[src/rtl/ram_arbiter.sv]
// ram_arbiter: shares one single-port ram8 between a read-only video fetch
// port and a read/write CPU port. At most one access is issued per cycle.
// The acknowledge and read data come back one cycle later. Ties go to the
// port that was not served last, or always to video when VID_PRIORITY is 1.
module ram_arbiter #(
    parameter int unsigned VID_PRIORITY = 0
) (
    input  logic        clk,
    input  logic        reset,
    // video fetch port (read-only)
    input  logic        vid_req,
    input  logic [14:0] vid_addr,
    output logic        vid_ack,
    output logic [7:0]  vid_rdata,
    // cpu port
    input  logic        cpu_req,
    input  logic        cpu_wr,
    input  logic [14:0] cpu_addr,
    input  logic [7:0]  cpu_wdata,
    output logic        cpu_ack,
    output logic [7:0]  cpu_rdata,
    // ram8 side
    output logic        ram_en,
    output logic        ram_wr,
    output logic [14:0] ram_addr,
    output logic [7:0]  ram_din,
    input  logic [7:0]  ram_dout
);

    // One-hot {cpu, vid}: the grant issued last cycle, i.e. this cycle's ack.
    logic [1:0] gnt_q, gnt_d;
    // 1 when the CPU was the most recently granted port.
    logic       last_cpu_q;
    logic       vid_elig, cpu_elig;

    // The ack cycle is masked so a registered requester that is still
    // holding req while it sees its ack is not serviced a second time.
    assign vid_elig = vid_req & ~gnt_q[0];
    assign cpu_elig = cpu_req & ~gnt_q[1];

    // Acks are held off during reset so an access granted just before reset
    // never completes from the requester's point of view.
    assign vid_ack   = gnt_q[0] & ~reset;
    assign cpu_ack   = gnt_q[1] & ~reset;
    assign vid_rdata = vid_ack ? ram_dout : 8'h00;
    assign cpu_rdata = cpu_ack ? ram_dout : 8'h00;

    // Select at most one eligible port for this cycle.
    always_comb begin
        gnt_d = 2'b00;
        if (!reset) begin
            if (vid_elig && cpu_elig) begin
                if ((VID_PRIORITY != 0) || last_cpu_q) begin
                    gnt_d = 2'b01;
                end else begin
                    gnt_d = 2'b10;
                end
            end else begin
                gnt_d = {cpu_elig, vid_elig};
            end
        end
    end

    // Steer the granted port onto the RAM; everything is zero when idle.
    always_comb begin
        ram_en   = 1'b0;
        ram_wr   = 1'b0;
        ram_addr = 15'h0000;
        ram_din  = 8'h00;
        unique case (gnt_d)
            2'b01: begin
                ram_en   = 1'b1;
                ram_addr = vid_addr;
            end
            2'b10: begin
                ram_en   = 1'b1;
                ram_wr   = cpu_wr;
                ram_addr = cpu_addr;
                ram_din  = cpu_wdata;
            end
            default: ;
        endcase
    end

    // Register the grant as next cycle's ack and remember who was served.
    always_ff @(posedge clk) begin
        if (reset) begin
            gnt_q      <= 2'b00;
            last_cpu_q <= 1'b0;
        end else begin
            gnt_q <= gnt_d;
            if (gnt_d != 2'b00) begin
                last_cpu_q <= gnt_d[1];
            end
        end
    end

endmodule

[config.mk]
export PLATFORM = sky130hd
export DESIGN_NAME = ram_arbiter
export DESIGN_NICKNAME = d
export VERILOG_FILES = /design/src/rtl/ram_arbiter.sv
export SDC_FILE = /design/constraint.sdc
export NUM_CORES = 1
export LEC_CHECK = 0
export CORE_ASPECT_RATIO = 1.2
export CORE_MARGIN = 4
export CORE_UTILIZATION = 22
export DETAILED_ROUTE_END_ITERATION = 8
export GPL_ROUTABILITY_DRIVEN = 0
export MAX_ROUTING_LAYER = met4
export PLACE_DENSITY = 0.91
export SLEW_MARGIN = 15
export SYNTH_ARGS = -nofsm -noshare
export SYNTH_HDL_FRONTEND = slang
export SYNTH_SLANG_ARGS = --single-unit
[constraint.sdc]
create_clock -name clk -period 2.49 [get_ports clk]
set_clock_uncertainty 0.1 [all_clocks]
set_input_delay 0.249 -clock clk [delete_from_list [all_inputs] [get_ports clk]]
set_output_delay 0.249 -clock clk [all_outputs]
set_load 0.01 [all_outputs]
# [Word level (Yosys, flattened, before mapping)]
# Cells that the tools add are included.
[word_totals] ff_bits=3 latch_bits=0 ramBits=0 rom_bits=0 inputBits=51 out_inout_bits=43 word_cells=23 memories=0
[op_classes] addsub=0 mul=0 n_div=0 n_lt_le_gt_ge=0 n_eq_ne=2 shifts=0 n_mux=9 bitwise_logic=7 reduce_logical=3
[ops] cell="$pmux W15 S2" n=1
[ops] cell="$mux W8" n=3
[ops] cell="$mux W2" n=3
[ops] cell="$and A1 B1 Y1" n=4
[ops] cell="$not A1 Y1" n=3
[ops] cell="$eq A2 B1 Y1 const B" n=1
[ops] cell="$eq A2 B2 Y1 const B" n=1
[ops] cell="$mux W1" n=2
[ops] cell="$reduce_bool A2 Y1" n=1
[ops] cell="$reduce_or A2 Y1" n=1
[ops] cell="$logic_and A1 B1 Y1" n=1

# [Depth between registers and ports, before layout]
# Gate-level depths: netlist of the first run.
[logic_depth] ltp_word=8 ltp_mapped=6 mapped_depth_nobuf=5

# [Worst setup path after synthesis of the first run]
# OpenSTA, ideal clock, no wires.
[synth_timing] path_kind="register -> output" start="register last_cpu_q" end="output port ram_addr[0]" arrival_ns=1.725 required_ns=2.141 path_slack_ns=0.416 stages_incl_launch_ff=6 path_buffers=1 cell_sequence="dfxtp_1 -> and3b_1 -> or3_1 -> ha_1 -> clkbuf_1 -> nor2b_1"
[synth_between] elab_chain_cells=5 elab_cells_between_ends=6 classes_between="eq/ne (2); mux (4)"
[synth_lines] item="from (decl)" line="33" source="logic last_cpu_q;"
[synth_lines] item="from (signal assigned)" line="93" source="last_cpu_q <= gnt_d[1];"
[synth_lines] item="$mux W2 (*)" line="53" source="if ((VID_PRIORITY != 0) || last_cpu_q) begin"
[synth_lines] item="$mux W2 (*)" line="52" source="if (vid_elig && cpu_elig) begin"
[synth_lines] item="$mux W2 (*)" line="51" source="if (!reset) begin"
[synth_lines] item="$eq A2 B2 Y1 / $eq A2 B1 Y1 (equally long branches)" line="70" source="unique case (gnt_d)"
[synth_lines] item="$pmux W15 S2 (*)" line="70"
[synth_lines] item="to (decl)" line="25" source="output logic [14:0] ram_addr,"
# Mark *: on every way between the ends. The rest lies on a longest branch, timed or not.

# [Worst setup path in the final report of the first run]
[layout_timing] start="input port vid_req" end="output port ram_addr[7]"
[layout_between] elab_chain_cells=6 elab_cells_between_ends=7 classes_between="eq/ne (2); mux (3); bitwise (1); reduce/logical (1)"
[layout_lines] item="from (decl)" line="11" source="input logic vid_req,"
[layout_lines] item="$and A1 B1 Y1 (*)" line="38" source="assign vid_elig = vid_req & ~gnt_q[0];"
[layout_lines] item="$logic_and A1 B1 Y1" line="52"
[layout_lines] item="$mux W2 (*)" line="52"
[layout_lines] item="$mux W2 (*)" line="51"
[layout_lines] item="$eq A2 B2 Y1 / $eq A2 B1 Y1 (equally long branches)" line="70"
[layout_lines] item="$pmux W15 S2 (*)" line="70"
# Marks and branches as above.

==> flow_summary.json, run 1 <==
{
  "drc": 0,
  "synth-seq-cells": 3,
  "hold_path.class": "reg -> reg",
  "leakagePower_uw": 0.000666,
  "grt_antenna_before_repair": 0,
  "setup_viol": 0,
  "yosysWarnings": 0,
  "timing.hold.ws_ns": 0.447,
  "die_area_mm2": 0.00353,
  "hold_viol": 0,
  "cts_buffer_depth": 2,
  "synthCells": 81,
  "period_share": 0.970,
  "avgSynthCellArea_um2": 7.18,
  "rows": 20,
  "place.port_buffers": 93,
  "finalPower_uw": 367,
  "crit_path_start": "vid_req",
  "crit_fanout": 16,
  "clkTransAtPathRegs_ns": 0.04,
  "viasPerCell": 4.66,
  "ir_drop_mv": 0.254,
  "min_path_cells": 2,
  "yosysTopAreaCell": "and2_1",
  "drt_pre_antenna_iters": 4,
  "seq_area_frac_synth": 0.103,
  "vias": 988,
  "die_x_um": 54.9,
  "yosysUniqueCellTypes": 18,
  "num_antenna_cells": 0,
  "worstHoldStart": "gnt_q[1]",
  "cts_buffers": 3,
  "fp.dieH_um": 64.3,
  "powerDensity_mw_per_mm2": 225,
  "grt_overflow_total": 0,
  "slew_headroom": 0.839,
  "cp-start-kind": "input port",
  "routed_wl_um": 2910,
  "routedWlPerCell_um": 13.7,
  "cp_data_required_time_ns": 2.14,
  "regArea_um2": 60.1,
  "synth_area_um2": 582,
  "coreArea_mm2": 0.00253,
  "clk_latency_ns": 0.24,
  "multi_input_area_um2": 543,
  "rsz0062_at_grt": "false",
  "ioPinCount": 94,
  "h-tree-depth": 1,
  "grt_pass1_wl_um": 4190,
  "drt_iter0_markers": 23,
  "clock-root-buffer": "clkbuf_4",
  "track_usage": 0.160,
  "grt_pass1_vias": 968,
  "maxSlewViolCount": 0,
  "worst_slew_pin_slew_ns": 0.240,
  "cts.sink_count": 3,
  "post-route-util": 0.645,
  "setup_tns_ns": 0,
  "netlist_top_cells_area": "and2_1 27%, a22oi_1 19%, nor2b_1 16%, dfxtp_1 10%, ha_1 6.5%",
  "path_class": "in -> out",
  "layout-drive-gt1-share": 0.145,
  "stdcell_area_mm2": 0.00163,
  "cts_tree": "done",
  "ff2ff_path_depth": 5,
  "maxCapViolCount": 0,
  "ant_nets": 0,
  "nets": 234,
  "n_fill_cell": 222,
  "min_period_ns": 2.41,
  "dpl_cell_area_mm2": 0.00160,
  "area_delta_synth_final_pct": 180,
  "max_freq_ghz": 0.414,
  "syn-num-nets": 135,
  "grt_max_degree": 25,
  "yosysTopAreaCellShare": 0.269,
  "r2r-start": "gnt_q[0]",
  "endpoint_kind": "output pin",
  "dp_hpwl_um": 2390,
  "start_util": 0.230,
  "cp.arrival_ns": 2.07,
  "status": "complete, no violations"
}
[cell usage after synthesis]
master	instances
nand2_1	1
o21a_1	2
buf_2	2
nor3_1	2
nor2b_1	15
or4b_1	1
o22ai_1	1
and3b_1	1
and2b_2	2
ha_1	3
dfxtp_1	3
nand2b_1	1
or3_1	1
nor3b_1	1
o21ai_0	1
and2_1	25
a22oi_1	15
clkbuf_1	4
[critical path, cell delays in order]
cell and delay, ns:
clkdlybuf4s50_1 0.42, and3b_1 0.19, or3_4 0.40, ha_4 0.29, buf_12 0.12, nor2b_1 0.12
dlygate4sd2_1 0.27
[final timing paths]
path                       to  slack [ns]
setup / recovery  ram_addr[7]        0.08
hold / removal     last_cpu_q        0.45
setup reg to reg   last_cpu_q        0.52
hold reg to reg    last_cpu_q        0.45
[cell usage in the layout, fill, tap and decap left out]
| master | count |
|---|---|
| a22oi_1 | 15 |
| and2_1 | 25 |
| and2b_2 | 2 |
| and3b_1 | 1 |
| buf_12 | 2 |
| buf_4 | 5 |
| clkbuf_1 | 1 |
| clkbuf_2 | 7 |
| clkbuf_4 | 3 |
| clkdlybuf4s15_1 | 6 |
| clkdlybuf4s50_1 | 68 |
| dfxtp_1 | 3 |
| dlygate4sd2_1 | 12 |
| ha_2 | 1 |
| ha_4 | 2 |
| nand2_1 | 1 |
| nand2b_1 | 1 |
| nor2b_1 | 15 |
| nor3_1 | 1 |
| nor3_2 | 1 |
| nor3b_2 | 1 |
| o21a_1 | 2 |
| o21ai_2 | 1 |
| o22ai_1 | 1 |
| or3_4 | 1 |
| or4b_1 | 1 |
[sequential cells by signal (all words and copies together), names as in the netlist]
register,count
gnt_q,2
last_cpu_q,1
[cells by family after synthesis]
family,Yosys count,synth area share
buf+inv,6,0.0430
flops,3,0.103
simple gates,50,0.551
compound gates,19,0.239
fa+ha+maj,3,0.0645
[through the flow]
step / std cells / setup WS, ns
after floorplan: 81 / 0.416
after global placement: 207 / -0.341
after detailed placement: 207 / -0.422
after CTS: 211 / 0.0348
after global routing: 212 / 0.00215
final: 212 / 0.0753
[final cells by class]
| class | instances | share of cell area |
|---|---|---|
| multi-input cells | 72 | 0.333 |
| flip-flops and latches | 3 | 0.0369 |
| repair buffers | 100 | 0.588 |
| well taps | 33 | 0.0253 |
| clock buffers | 4 | 0.0161 |
[power by group]
| part | switching, µW | total, µW | internal [µW] |
|---|---|---|---|
| Clock | 29.5 | 89.8 | 60.3 |
| Combinational | 76.1 | 224 | 148 |
| Sequential | 1.78 | 53.1 | 51.4 |
[layer usage]
metal  track usage  vias to the layer above  share of wire
met5             -                        -              0
li1              -                      480              -
met1         0.155                      431           0.34
met2         0.275                       75           0.45
met3        0.0769                        2           0.20
met4        0.0456                        0         0.0072
[what timing repair did]
item,4_1_cts,5_1_grt
hold buffers,0,0
endpoints found under the setup margin,25,15
gates resized for setup,33,21
pin swaps,0,1
buffers inserted,0,1
Note: power is estimated with default switching activity, not from simulation.
==> inputs of run 2 (changes only) <==
Settings changed: CAP_MARGIN from default to 0, REMOVE_ABC_BUFFERS from default to 1, SETUP_SLACK_MARGIN from default to 0.5.
==> run 2 against run 1 <==
  * Core utilization grew 14 points
  * Die area unchanged
  * Worst setup slack better by 0.21 ns
  * Via count rose by 5.3%
  * Largest cell class unchanged
  * Non-clock buffer count up 9
  * Power increased by 21%
  * Sequential power about the same
  * Sequential share of layout area down 0.39 points
  * Cell count increased by 4.7%
  * First-iteration DRC count is 57% lower
==> flow_summary.json, run 2 (synthesized netlist as in run 1, its figures left out) <==
{
  "p_int_uw": 309,
  "slew_headroom": 0.806,
  "layout-drive-gt1-share": 0.429,
  "p_sw_uw": 136,
  "start_util": 0.230,
  "wl_met3_um": 360,
  "multi_input_area_um2": 734,
  "grt_pass1_wl_um": 4580,
  "cts_buffers": 3,
  "drt_iter0_markers": 10,
  "cp-start-kind": "register",
  "dp_hpwl_um": 2320,
  "leakagePower_uw": 0.000895,
  "endpoint_kind": "output pin",
  "grt_overflow_total": 0,
  "layout_commonest_cell": "clkdlybuf4s50_1",
  "grt_pass1_vias": 1015,
  "fp.dieH_um": 64.3,
  "setup_viol": 0,
  "die_area_mm2": 0.00353,
  "clkTransAtPathRegs_ns": 0.04,
  "place.port_buffers": 93,
  "powerDensity_mw_per_mm2": 226,
  "drc": 0,
  "crit_fanout": 7,
  "p_seq_frac": 0.119,
  "max_freq_ghz": 0.453,
  "power_frac_clock": 0.190,
  "h-tree-depth": 1,
  "drt-met1-wl_um": 1150,
  "timing.hold.ws_ns": 0.474,
  "n_fill_cell": 161,
  "period_share": 0.887,
  "switching_share": 0.306,
  "routedWlPerCell_um": 16.1,
  "cp_data_required_time_ns": 2.14,
  "viasPerCell": 4.68,
  "stdcell_area_mm2": 0.00197,
  "regArea_um2": 65.1,
  "num_antenna_cells": 0,
  "routed_wl_um": 3570,
  "nets": 244,
  "pwr-share-comb": 0.691,
  "hold_path.class": "reg -> reg",
  "rsz0062_at_grt": "true",
  "ant_nets": 0,
  "cts_tree": "done",
  "drt_pre_antenna_iters": 4,
  "track_usage": 0.176,
  "grt_antenna_before_repair": 0,
  "rows": 20,
  "ir_drop_mv": 0.174,
  "path_class": "reg -> out",
  "cts.sink_count": 3,
  "coreArea_mm2": 0.00253,
  "vias": 1040,
  "status": "complete, no violations",
  "cts_buffer_depth": 2,
  "met2WireLength_um": 1940,
  "dpl_cell_area_mm2": 0.00161,
  "ioPinCount": 94,
  "top_layer": "met4",
  "clk_latency_ns": 0.23,
  "maxSlewViolCount": 0,
  "area_delta_synth_final_pct": 239,
  "mostFrequentLayoutCells": "57 x clkdlybuf4s50_1, 25 x and2_1, 14 x a22oi_2, 14 x buf_6, 10 x nor2b_4",
  "grt_max_degree": 16,
  "min_period_ns": 2.21,
  "die_x_um": 54.9,
  "top_register": "gnt_q",
  "hold_viol": 0,
  "worst_slew_pin_slew_ns": 0.291,
  "maxCapViolCount": 0,
  "clock-root-buffer": "clkbuf_4",
  "largest_registers": "gnt_q: 2 flops, last_cpu_q: 1 flops",
  "cp.arrival_ns": 1.86,
  "setup_tns_ns": 0,
  "largest_reg_flops": 2
}
## run 2: final timing paths
kind	from	end	slack [ns]	cells past startpoint
max	gnt_q[0]	ram_addr[6]	0.28	7
min	gnt_q[1]	last_cpu_q	0.47	2
max reg2reg	gnt_q[0]	last_cpu_q	0.58	5
min reg2reg	gnt_q[1]	last_cpu_q	0.47	2
## run 2: routing by layer
layer	vias up	track usage
met1	472	0.188
met2	54	0.303
met4	0	0.0729
met5	-	-
met3	12	0.0326
li1	502	-
## run 2: worst max-delay path: stages (launching register included)
cell and delay, ns:
dfxtp_2 0.32, and3b_1 0.19, or3_4 0.37, ha_4 0.20, clkbuf_16 0.16, a22oi_2 0.20
nor2b_4 0.06, buf_6 0.12
## run 2: metrics by stage
| stage | util | std cells | worst slack [ns] | power, µW |
|---|---|---|---|---|
| floorplan | - | 75 | 0.531 | 123 |
| global route | 0.781 | 222 | 0.182 | 469 |
| detailed placement | 0.639 | 209 | -0.239 | 283 |
| finish | 0.781 | 222 | 0.282 | 445 |
| global placement | 0.639 | 209 | -0.207 | 276 |
| CTS | 0.698 | 221 | 0.319 | 408 |
## run 2: final cells by class
class | instances | area share
Clock buffer | 4 | 0.0133
Timing Repair Buffer | 109 | 0.561
Sequential cell | 3 | 0.0330
Multi-Input combinational cell | 73 | 0.372
Tap cell | 33 | 0.0209
## run 2: power by group through the flow
stage | registers [µW] | logic (µW) | clock network (µW)
final | 53.2 | 308 | 84.6
after detailed placement | 54.7 | 228 | 0
after CTS | 53.1 | 266 | 88.6
after global placement | 54.2 | 222 | 0
after floorplan | 53.8 | 69.7 | 0
after global routing | 53.5 | 325 | 90.0
## run 2: repair_timing
item,in CTS,in global routing
hold buffers,0,0
setup endpoints to repair,44,40
buffers inserted,4,0
pin swaps,8,12
cloned,4,1
resized for setup,121,43
==> inputs of run 3 (changes only) <==
Settings changed: HOLD_SLACK_MARGIN from default to 0.1.
==> results of run 3 <==
The final DEF is identical to that of run 2; final timing and power are the same.
